### src/rtl/fft_pkg.sv
`default_nettype none
// ============================================================================
// Module      : fft_pkg
// Description : Shared definitions for the FFT result drain path: the
//               unloader FSM state type, the default index width and a
//               bit-reversal helper used for natural-order readout.
// Revision    : 1.0 - initial release
// ============================================================================
package fft_pkg;

    localparam int NUMSAMPLES_DEF = 32;
    localparam int IDXW           = $clog2(NUMSAMPLES_DEF);

    typedef enum logic [2:0] {
        ST_IDLE    = 3'd0,
        ST_REQ     = 3'd1,
        ST_CAPTURE = 3'd2,
        ST_RELEASE = 3'd3,
        ST_STREAM  = 3'd4
    } unl_state_t;

    // Reverse the low 'width' bits of idx; bits at and above 'width' are zero.
    function automatic logic [31:0] bitrev(input logic [31:0] idx, input int width);
        logic [31:0] r;
        r = '0;
        for (int i = 0; i < 32; i++) begin
            if (i < width) begin
                r[5'(i)] = idx[5'(width - 1 - i)];
            end
        end
        return r;
    endfunction

endpackage
`default_nettype wire

### src/rtl/fft_out_buf.sv
`default_nettype none
// ============================================================================
// Module      : fft_out_buf
// Description : Frame buffer of NUMSAMPLES x WORDSIZE words. One write port
//               stores four bank words at once (entries 4a..4a+3), one read
//               port returns a single word through an output register.
// Ports       : clk, rst_n      - clock, async active-low reset (read reg only)
//               wr_en, wr_addr  - write strobe and bank address a
//               wr_data[b]      - word stored at entry 4a+b
//               rd_en, rd_addr  - load the read register from entry rd_addr
//               rd_data         - registered read data, 0 after reset
// Revision    : 1.0 - initial release
// ============================================================================
module fft_out_buf #(
    parameter int WORDSIZE   = 16,
    parameter int NUMSAMPLES = 32,
    parameter int ADDRSIZE   = 3
) (
    input  logic                     clk,
    input  logic                     rst_n,
    input  logic                     wr_en,
    input  logic [ADDRSIZE-1:0]      wr_addr,
    input  logic [3:0][WORDSIZE-1:0] wr_data,
    input  logic                     rd_en,
    input  logic [ADDRSIZE+1:0]      rd_addr,
    output logic [WORDSIZE-1:0]      rd_data
);

    logic [WORDSIZE-1:0] r_mem [NUMSAMPLES];
    logic [WORDSIZE-1:0] r_rd_data;

    // Storage carries no reset so it maps onto plain RAM.
    always_ff @(posedge clk) begin
        if (wr_en) begin
            r_mem[{wr_addr, 2'd0}] <= wr_data[0];
            r_mem[{wr_addr, 2'd1}] <= wr_data[1];
            r_mem[{wr_addr, 2'd2}] <= wr_data[2];
            r_mem[{wr_addr, 2'd3}] <= wr_data[3];
        end
    end

    always_ff @(posedge clk or negedge rst_n) begin
        if (!rst_n) begin
            r_rd_data <= '0;
        end else if (rd_en) begin
            r_rd_data <= r_mem[rd_addr];
        end
    end

    assign rd_data = r_rd_data;

endmodule
`default_nettype wire

### src/rtl/fft_unloader.sv
`default_nettype none
// ============================================================================
// Module      : fft_unloader
// Description : Drains a finished FFT frame. On fft_done it requests the
//               result banks (output_data), captures four words per cycle
//               into a local frame buffer, releases the core and streams the
//               frame out on a valid/ready interface tagged with its index.
// Config      : FFT_UNLOADER_BITREV_EN - when defined, word k is read from
//               entry bitrev(k) so the stream is in natural frequency order;
//               otherwise raw bank order is streamed.
// Ports       : clk, rst_n               - clock, async active-low reset
//               fft_done                 - core done level
//               output_data              - bank readout request to the core
//               data_in0..3              - bank words from the core
//               dout, dout_idx, dout_last, dout_valid / dout_ready - stream
//               busy                     - FSM not idle
//               frame_done               - pulse after the last handshake
// Revision    : 1.0 - initial release
// ============================================================================
module fft_unloader
    import fft_pkg::*;
#(
    parameter int WORDSIZE   = 16,
    parameter int NUMSAMPLES = 32,
    parameter int ADDRSIZE   = 3,
    parameter int RD_LATENCY = 3
) (
    input  logic                          clk,
    input  logic                          rst_n,
    input  logic                          fft_done,
    output logic                          output_data,
    input  logic [WORDSIZE-1:0]           data_in0,
    input  logic [WORDSIZE-1:0]           data_in1,
    input  logic [WORDSIZE-1:0]           data_in2,
    input  logic [WORDSIZE-1:0]           data_in3,
    output logic [WORDSIZE-1:0]           dout,
    output logic [$clog2(NUMSAMPLES)-1:0] dout_idx,
    output logic                          dout_valid,
    input  logic                          dout_ready,
    output logic                          dout_last,
    output logic                          busy,
    output logic                          frame_done
);

    localparam int c_idx_w  = $clog2(NUMSAMPLES);
    localparam int c_nbeats = NUMSAMPLES / 4;
    localparam int c_cnt_w  = $clog2(RD_LATENCY + c_nbeats) + 1;

    localparam logic [c_cnt_w-1:0] c_req_last = c_cnt_w'(RD_LATENCY - 1);
    localparam logic [c_cnt_w-1:0] c_cap_last = c_cnt_w'(c_nbeats - 1);
    localparam logic [c_idx_w-1:0] c_k_last   = c_idx_w'(NUMSAMPLES - 1);

    unl_state_t           r_state;
    unl_state_t           w_next_state;
    logic [c_cnt_w-1:0]   r_cnt;
    logic                 r_armed;
    logic                 r_output_data;
    logic [c_idx_w-1:0]   r_k;
    logic                 r_last;
    logic                 r_frame_done;

    logic                 w_hs;
    logic                 w_final_hs;
    logic                 w_rd_en;
    logic [c_idx_w-1:0]   w_rd_k;
    logic [c_idx_w-1:0]   w_rd_addr;
    logic [WORDSIZE-1:0]  w_rd_data;

    // Valid is simply "in STREAM", so it can never drop before a handshake.
    assign w_hs       = (r_state == ST_STREAM) && dout_ready;
    assign w_final_hs = w_hs && (r_k == c_k_last);

    // ------------------------------------------------------------------
    // Next-state and read-port control
    // ------------------------------------------------------------------
    always_comb begin
        w_next_state = r_state;
        w_rd_en      = 1'b0;
        w_rd_k       = '0;

        unique case (r_state)
            ST_IDLE:    if (fft_done && r_armed)  w_next_state = ST_REQ;
            ST_REQ:     if (r_cnt == c_req_last)  w_next_state = ST_CAPTURE;
            ST_CAPTURE: if (r_cnt == c_cap_last)  w_next_state = ST_RELEASE;
            ST_RELEASE:                           w_next_state = ST_STREAM;
            ST_STREAM:  if (w_final_hs)           w_next_state = ST_IDLE;
            default:                              w_next_state = ST_IDLE;
        endcase

        // Prefetch word 0 while leaving RELEASE, then word k+1 on each
        // handshake; no fetch after the final word so the index never wraps.
        if (r_state == ST_RELEASE) begin
            w_rd_en = 1'b1;
            w_rd_k  = '0;
        end else if (w_hs && (r_k != c_k_last)) begin
            w_rd_en = 1'b1;
            w_rd_k  = r_k + 1'b1;
        end
    end

`ifdef FFT_UNLOADER_BITREV_EN
    assign w_rd_addr = c_idx_w'(bitrev(32'(w_rd_k), c_idx_w));
`else
    assign w_rd_addr = w_rd_k;
`endif

    // ------------------------------------------------------------------
    // State register
    // ------------------------------------------------------------------
    always_ff @(posedge clk or negedge rst_n) begin
        if (!rst_n) begin
            r_state <= ST_IDLE;
        end else begin
            r_state <= w_next_state;
        end
    end

    // ------------------------------------------------------------------
    // Counters, arming and registered outputs
    // ------------------------------------------------------------------
    always_ff @(posedge clk or negedge rst_n) begin
        if (!rst_n) begin
            r_cnt         <= '0;
            r_armed       <= 1'b1;
            r_output_data <= 1'b0;
            r_k           <= '0;
            r_last        <= 1'b0;
            r_frame_done  <= 1'b0;
        end else begin
            // Arming needs done to be seen low, so a level-held done can
            // launch only one frame.
            if ((r_state == ST_IDLE) && (w_next_state == ST_REQ)) begin
                r_armed <= 1'b0;
            end else if (!fft_done) begin
                r_armed <= 1'b1;
            end

            // Driven from next state so the request is a clean register
            // covering exactly the REQ and CAPTURE cycles.
            r_output_data <= (w_next_state == ST_REQ) || (w_next_state == ST_CAPTURE);

            // Shared counter: latency wait in REQ, bank address in CAPTURE.
            if (r_state != w_next_state) begin
                r_cnt <= '0;
            end else if ((r_state == ST_REQ) || (r_state == ST_CAPTURE)) begin
                r_cnt <= r_cnt + 1'b1;
            end

            if (w_rd_en) begin
                r_k    <= w_rd_k;
                r_last <= (w_rd_k == c_k_last);
            end

            r_frame_done <= w_final_hs;
        end
    end

    // ------------------------------------------------------------------
    // Frame buffer
    // ------------------------------------------------------------------
    fft_out_buf #(
        .WORDSIZE   (WORDSIZE),
        .NUMSAMPLES (NUMSAMPLES),
        .ADDRSIZE   (ADDRSIZE)
    ) u_buf (
        .clk     (clk),
        .rst_n   (rst_n),
        .wr_en   (r_state == ST_CAPTURE),
        .wr_addr (r_cnt[ADDRSIZE-1:0]),
        .wr_data ({data_in3, data_in2, data_in1, data_in0}),
        .rd_en   (w_rd_en),
        .rd_addr (w_rd_addr),
        .rd_data (w_rd_data)
    );

    assign output_data = r_output_data;
    assign dout        = w_rd_data;
    assign dout_idx    = r_k;
    assign dout_last   = r_last;
    assign dout_valid  = (r_state == ST_STREAM);
    assign busy        = (r_state != ST_IDLE);
    assign frame_done  = r_frame_done;

endmodule
`default_nettype wire

### config.mk
export PLATFORM = sky130hd
export DESIGN_NAME = fft_unloader
export DESIGN_NICKNAME = d
export VERILOG_FILES = /design/src/rtl/fft_pkg.sv /design/src/rtl/fft_out_buf.sv /design/src/rtl/fft_unloader.sv
export SDC_FILE = /design/constraint.sdc
export NUM_CORES = 1
export LEC_CHECK = 0
export CAP_MARGIN = 25
export CORE_MARGIN = 4
export CORE_UTILIZATION = 28
export CTS_BUF_LIST = sky130_fd_sc_hd__clkbuf_4 sky130_fd_sc_hd__clkbuf_8
export DETAILED_ROUTE_END_ITERATION = 8
export GPL_TIMING_DRIVEN = 0
export SETUP_SLACK_MARGIN = 0.05
export SLEW_MARGIN = 20
export SYNTH_ARGS = -nofsm -noshare
export SYNTH_HDL_FRONTEND = slang
export SYNTH_SLANG_ARGS = --single-unit
### constraint.sdc
create_clock -name clk -period 7.8 [get_ports clk]
set_clock_uncertainty 0.1 [all_clocks]
set_input_delay 1.95 -clock clk [delete_from_list [all_inputs] [get_ports clk]]
set_output_delay 1.95 -clock clk [all_outputs]
set_load 0.02 [all_outputs]
==> results.py <==
metrics = {
    "run_status": {
        "status": "complete, no violations",
    },
    "floorplanning": {
        "start_util_pct": 28.2,
        "dieWidth_um": 285,
        "fp.dieArea_um2": 81100,
        "die_h_um": 285,
        "io_pins": 94,
        "rows": 101,
        "core_um2": 75900,
    },
    "clocking": {
        "cts_hold_buffers": 0,
        "post_cts_buffers": 0,
        "htree_levels": 3,
        "cts_tree": "yes",
        "cts_resized": 0,
        "cts.clk_slew.worst_paths_ns": 0.06,
        "clock-root-buffer": "clkbuf_8",
        "insertion_delay_ns": 0.67,
        "clkSinkCount": 545,
        "cts_max_path_buffers": 3,
        "numCtsBuffers": 91,
    },
    "hold_path": {
        "hold_class": "reg2reg",
    },
    "worst_setup_path": {
        "crit_end": "u_buf.rd_data[14]",
        "ff2ff_setup_slack_ns": 3.36,
        "crit_fanout": 10,
        "start_kind": "input pin",
        "cp.arrival_ns": 5.50,
        "worstPathRequired_ns": 8.27,
        "critPathCaptureType": "flop",
        "regToRegEndpoint": "u_buf.rd_data[14]",
        "path_class": "in2reg",
        "r2r-start": "dout_idx[0]",
        "cp-startpoint": "dout_ready",
        "r2r_cells": 11,
    },
    "sta": {
        "period_needed_ns": 5.03,
        "fin_hold_ws_ns": 0.358,
        "fmax_ghz": 0.199,
        "slew_headroom_pct": 20.7,
        "rsz0062_at_grt": "false",
        "finalSetupViolCount": 0,
        "worst_pin_slew_ns": 1.19,
        "hold_viol_final": 0,
        "slew_violations": 0,
        "finalCritPeriodShare_pct": 64.4,
    },
    "global_routing": {
        "grt_start_max_net_pins": 34,
        "grt_pass1_vias": 14100,
        "antenna_found_initial": 4,
        "grt_usage_pct": 17.1,
        "grt_overflow_total": 0,
        "grt_pass1_wl_mm": 101,
    },
    "logic_synthesis": {
        "syn-num-nets": 1483,
        "syn_area_um2": 21500,
        "syn_area_per_cell_um2": 15.2,
        "ys.flop_type": "edfxtp_1",
        "synth_top_area_cell": "edfxtp_1",
        "yosys.area.top_type_share_pct": 71.7,
        "seq_area_frac_synth_pct": 75.5,
        "ys_ff_latch": 545,
        "syn-instance-count": 1411,
        "synth_edf_count": 512,
        "synth_area_leaders": "edfxtp_1 72%, dfrtp_1 3.7%, nand2_1 3.4%",
        "yosysWarnings": 0,
        "ys_async_sr_fraction_pct": 6.06,
        "synth.distinct_cells": 58,
    },
    "place": {
        "port_buffers": 93,
        "place_congestion": 0.884,
        "place_hpwl_mm": 47.2,
    },
    "drt": {
        "first_iter_violations": 1712,
        "drc": 0,
        "ant_nets": 0,
        "dr.pass1.iters": 5,
        "wirelength_mm": 71.4,
        "wire_per_inst_um": 26.1,
        "vias": 14200,
        "viasPerCell": 5.19,
    },
    "final_layout": {
        "ff_latch_area_um2": 16200,
        "final_cell_mix": "512 x edfxtp_1, 197 x nand2_1, 96 x clkbuf_8, 92 x clkdlybuf4s50_1, 71 x a21oi_1",
        "drive_above_1_share_pct": 16.6,
        "layout.nets": 1703,
        "multiInputGateArea_um2": 4930,
        "utilization_pct": 34.3,
        "area_growth_pct": 21.4,
        "fillers": 7268,
        "final_common_cell": "edfxtp_1",
    },
    "power": {
        "ir_drop_v": 0.000120,
        "p_total_mw": 7.54,
        "total_leakage_power_nw": 8.48,
        "p_per_area_nw_per_um2": 289,
    },
    "run": {
        "maxCapViolCount": 0,
    },
}
per-layer routing:
layer	wire length [µm]	track usage (%)
met1	28300	22.5
met4	3390	7.32
met5	0	0
met3	7770	4.76
met2	31900	26.6
critical path, cell delays in order:
cell,delay [ns]
clkdlybuf4s50_1,0.54
nand3b_1,0.18
buf_2,0.25
nor2_2,0.34
nand2_1,0.22
nor2_1,0.64
clkbuf_1,0.84
o221ai_1,0.35
nand4_1,0.17
kinds of logic (layout without fill, tap and decap cells):
family | after synthesis | count (layout) | synth area share [%]
adder cells (fa/ha/maj) | 4 | 4 | 0.233
buffers and inverters | 89 | 385 | 1.78
flip-flops | 545 | 545 | 75.5
XOR/XNOR | 7 | 7 | 0.286
other | 0 | 1 | 0
AND/OR/NAND/NOR | 352 | 352 | 7.37
AO/OA/AOI/OAI | 310 | 310 | 9.69
multiplexers | 104 | 104 | 5.12
cell type report:
cell class / count / share of cell area [%]
Antenna cell: 1 / 0.00961
Buffer: 87 / 1.46
Clock buffer: 138 / 6.28
Clock inverter: 31 / 0.716
Inverter: 2 / 0.0288
Multi-Input combinational cell: 777 / 18.9
Sequential cell: 545 / 62.2
Tap cell: 1030 / 4.95
Timing Repair Buffer: 127 / 5.42
cell usage after synthesis (8+ instances only):
cell type and instances:
a211oi_1 11, a21oi_1 71, a221o_1 27, a221oi_1 26, a22o_1 15, a22oi_1 21, a31oi_1 19, and3_1 8
buf_2 32, clkbuf_1 47, dfrtp_1 32, edfxtp_1 512, mux2_2 46, mux2i_1 58, nand2_1 197, nand3_1 51
nand4_1 23, nor2_1 36, o21ai_0 65, o22ai_1 16
flip-flops by register name, indices dropped and copies added, names as in the netlist:
signal         count
u_buf.r_mem      512
output_data        1
dout_last          1
frame_done         1
u_buf.rd_data     16
dout_idx           5
r_state            3
r_armed            1
r_cnt              5
through the flow:
stage,setup WS [ns],instances,area [µm²],setup TNS [ns]
global route,2.80,2738,26000,0
global placement,-1.30,2534,23700,-159.19
CTS,2.94,2735,26000,0
finish,2.77,2738,26000,0
floorplan,1.70,1411,21500,0
detailed placement,2.28,2566,24200,0
worst min-delay path by stage:
stage | startpoint | endpoint | slack [ns] | cells past startpoint
floorplan | r_armed | r_armed | 0.34 | 2
global placement | r_armed | r_armed | 0.35 | 2
detailed placement | r_armed | r_armed | 0.35 | 2
CTS | r_armed | r_armed | 0.36 | 2
global route | r_armed | r_armed | 0.41 | 2
finish | r_armed | r_armed | 0.36 | 2
power by group:
| part | internal (mW) | switching, mW |
|---|---|---|
| Combinational | 0.529 | 1.03 |
| Sequential | 3.36 | 0.0877 |
| Clock | 1.38 | 1.15 |
Power figures use the tool's default switching activity.
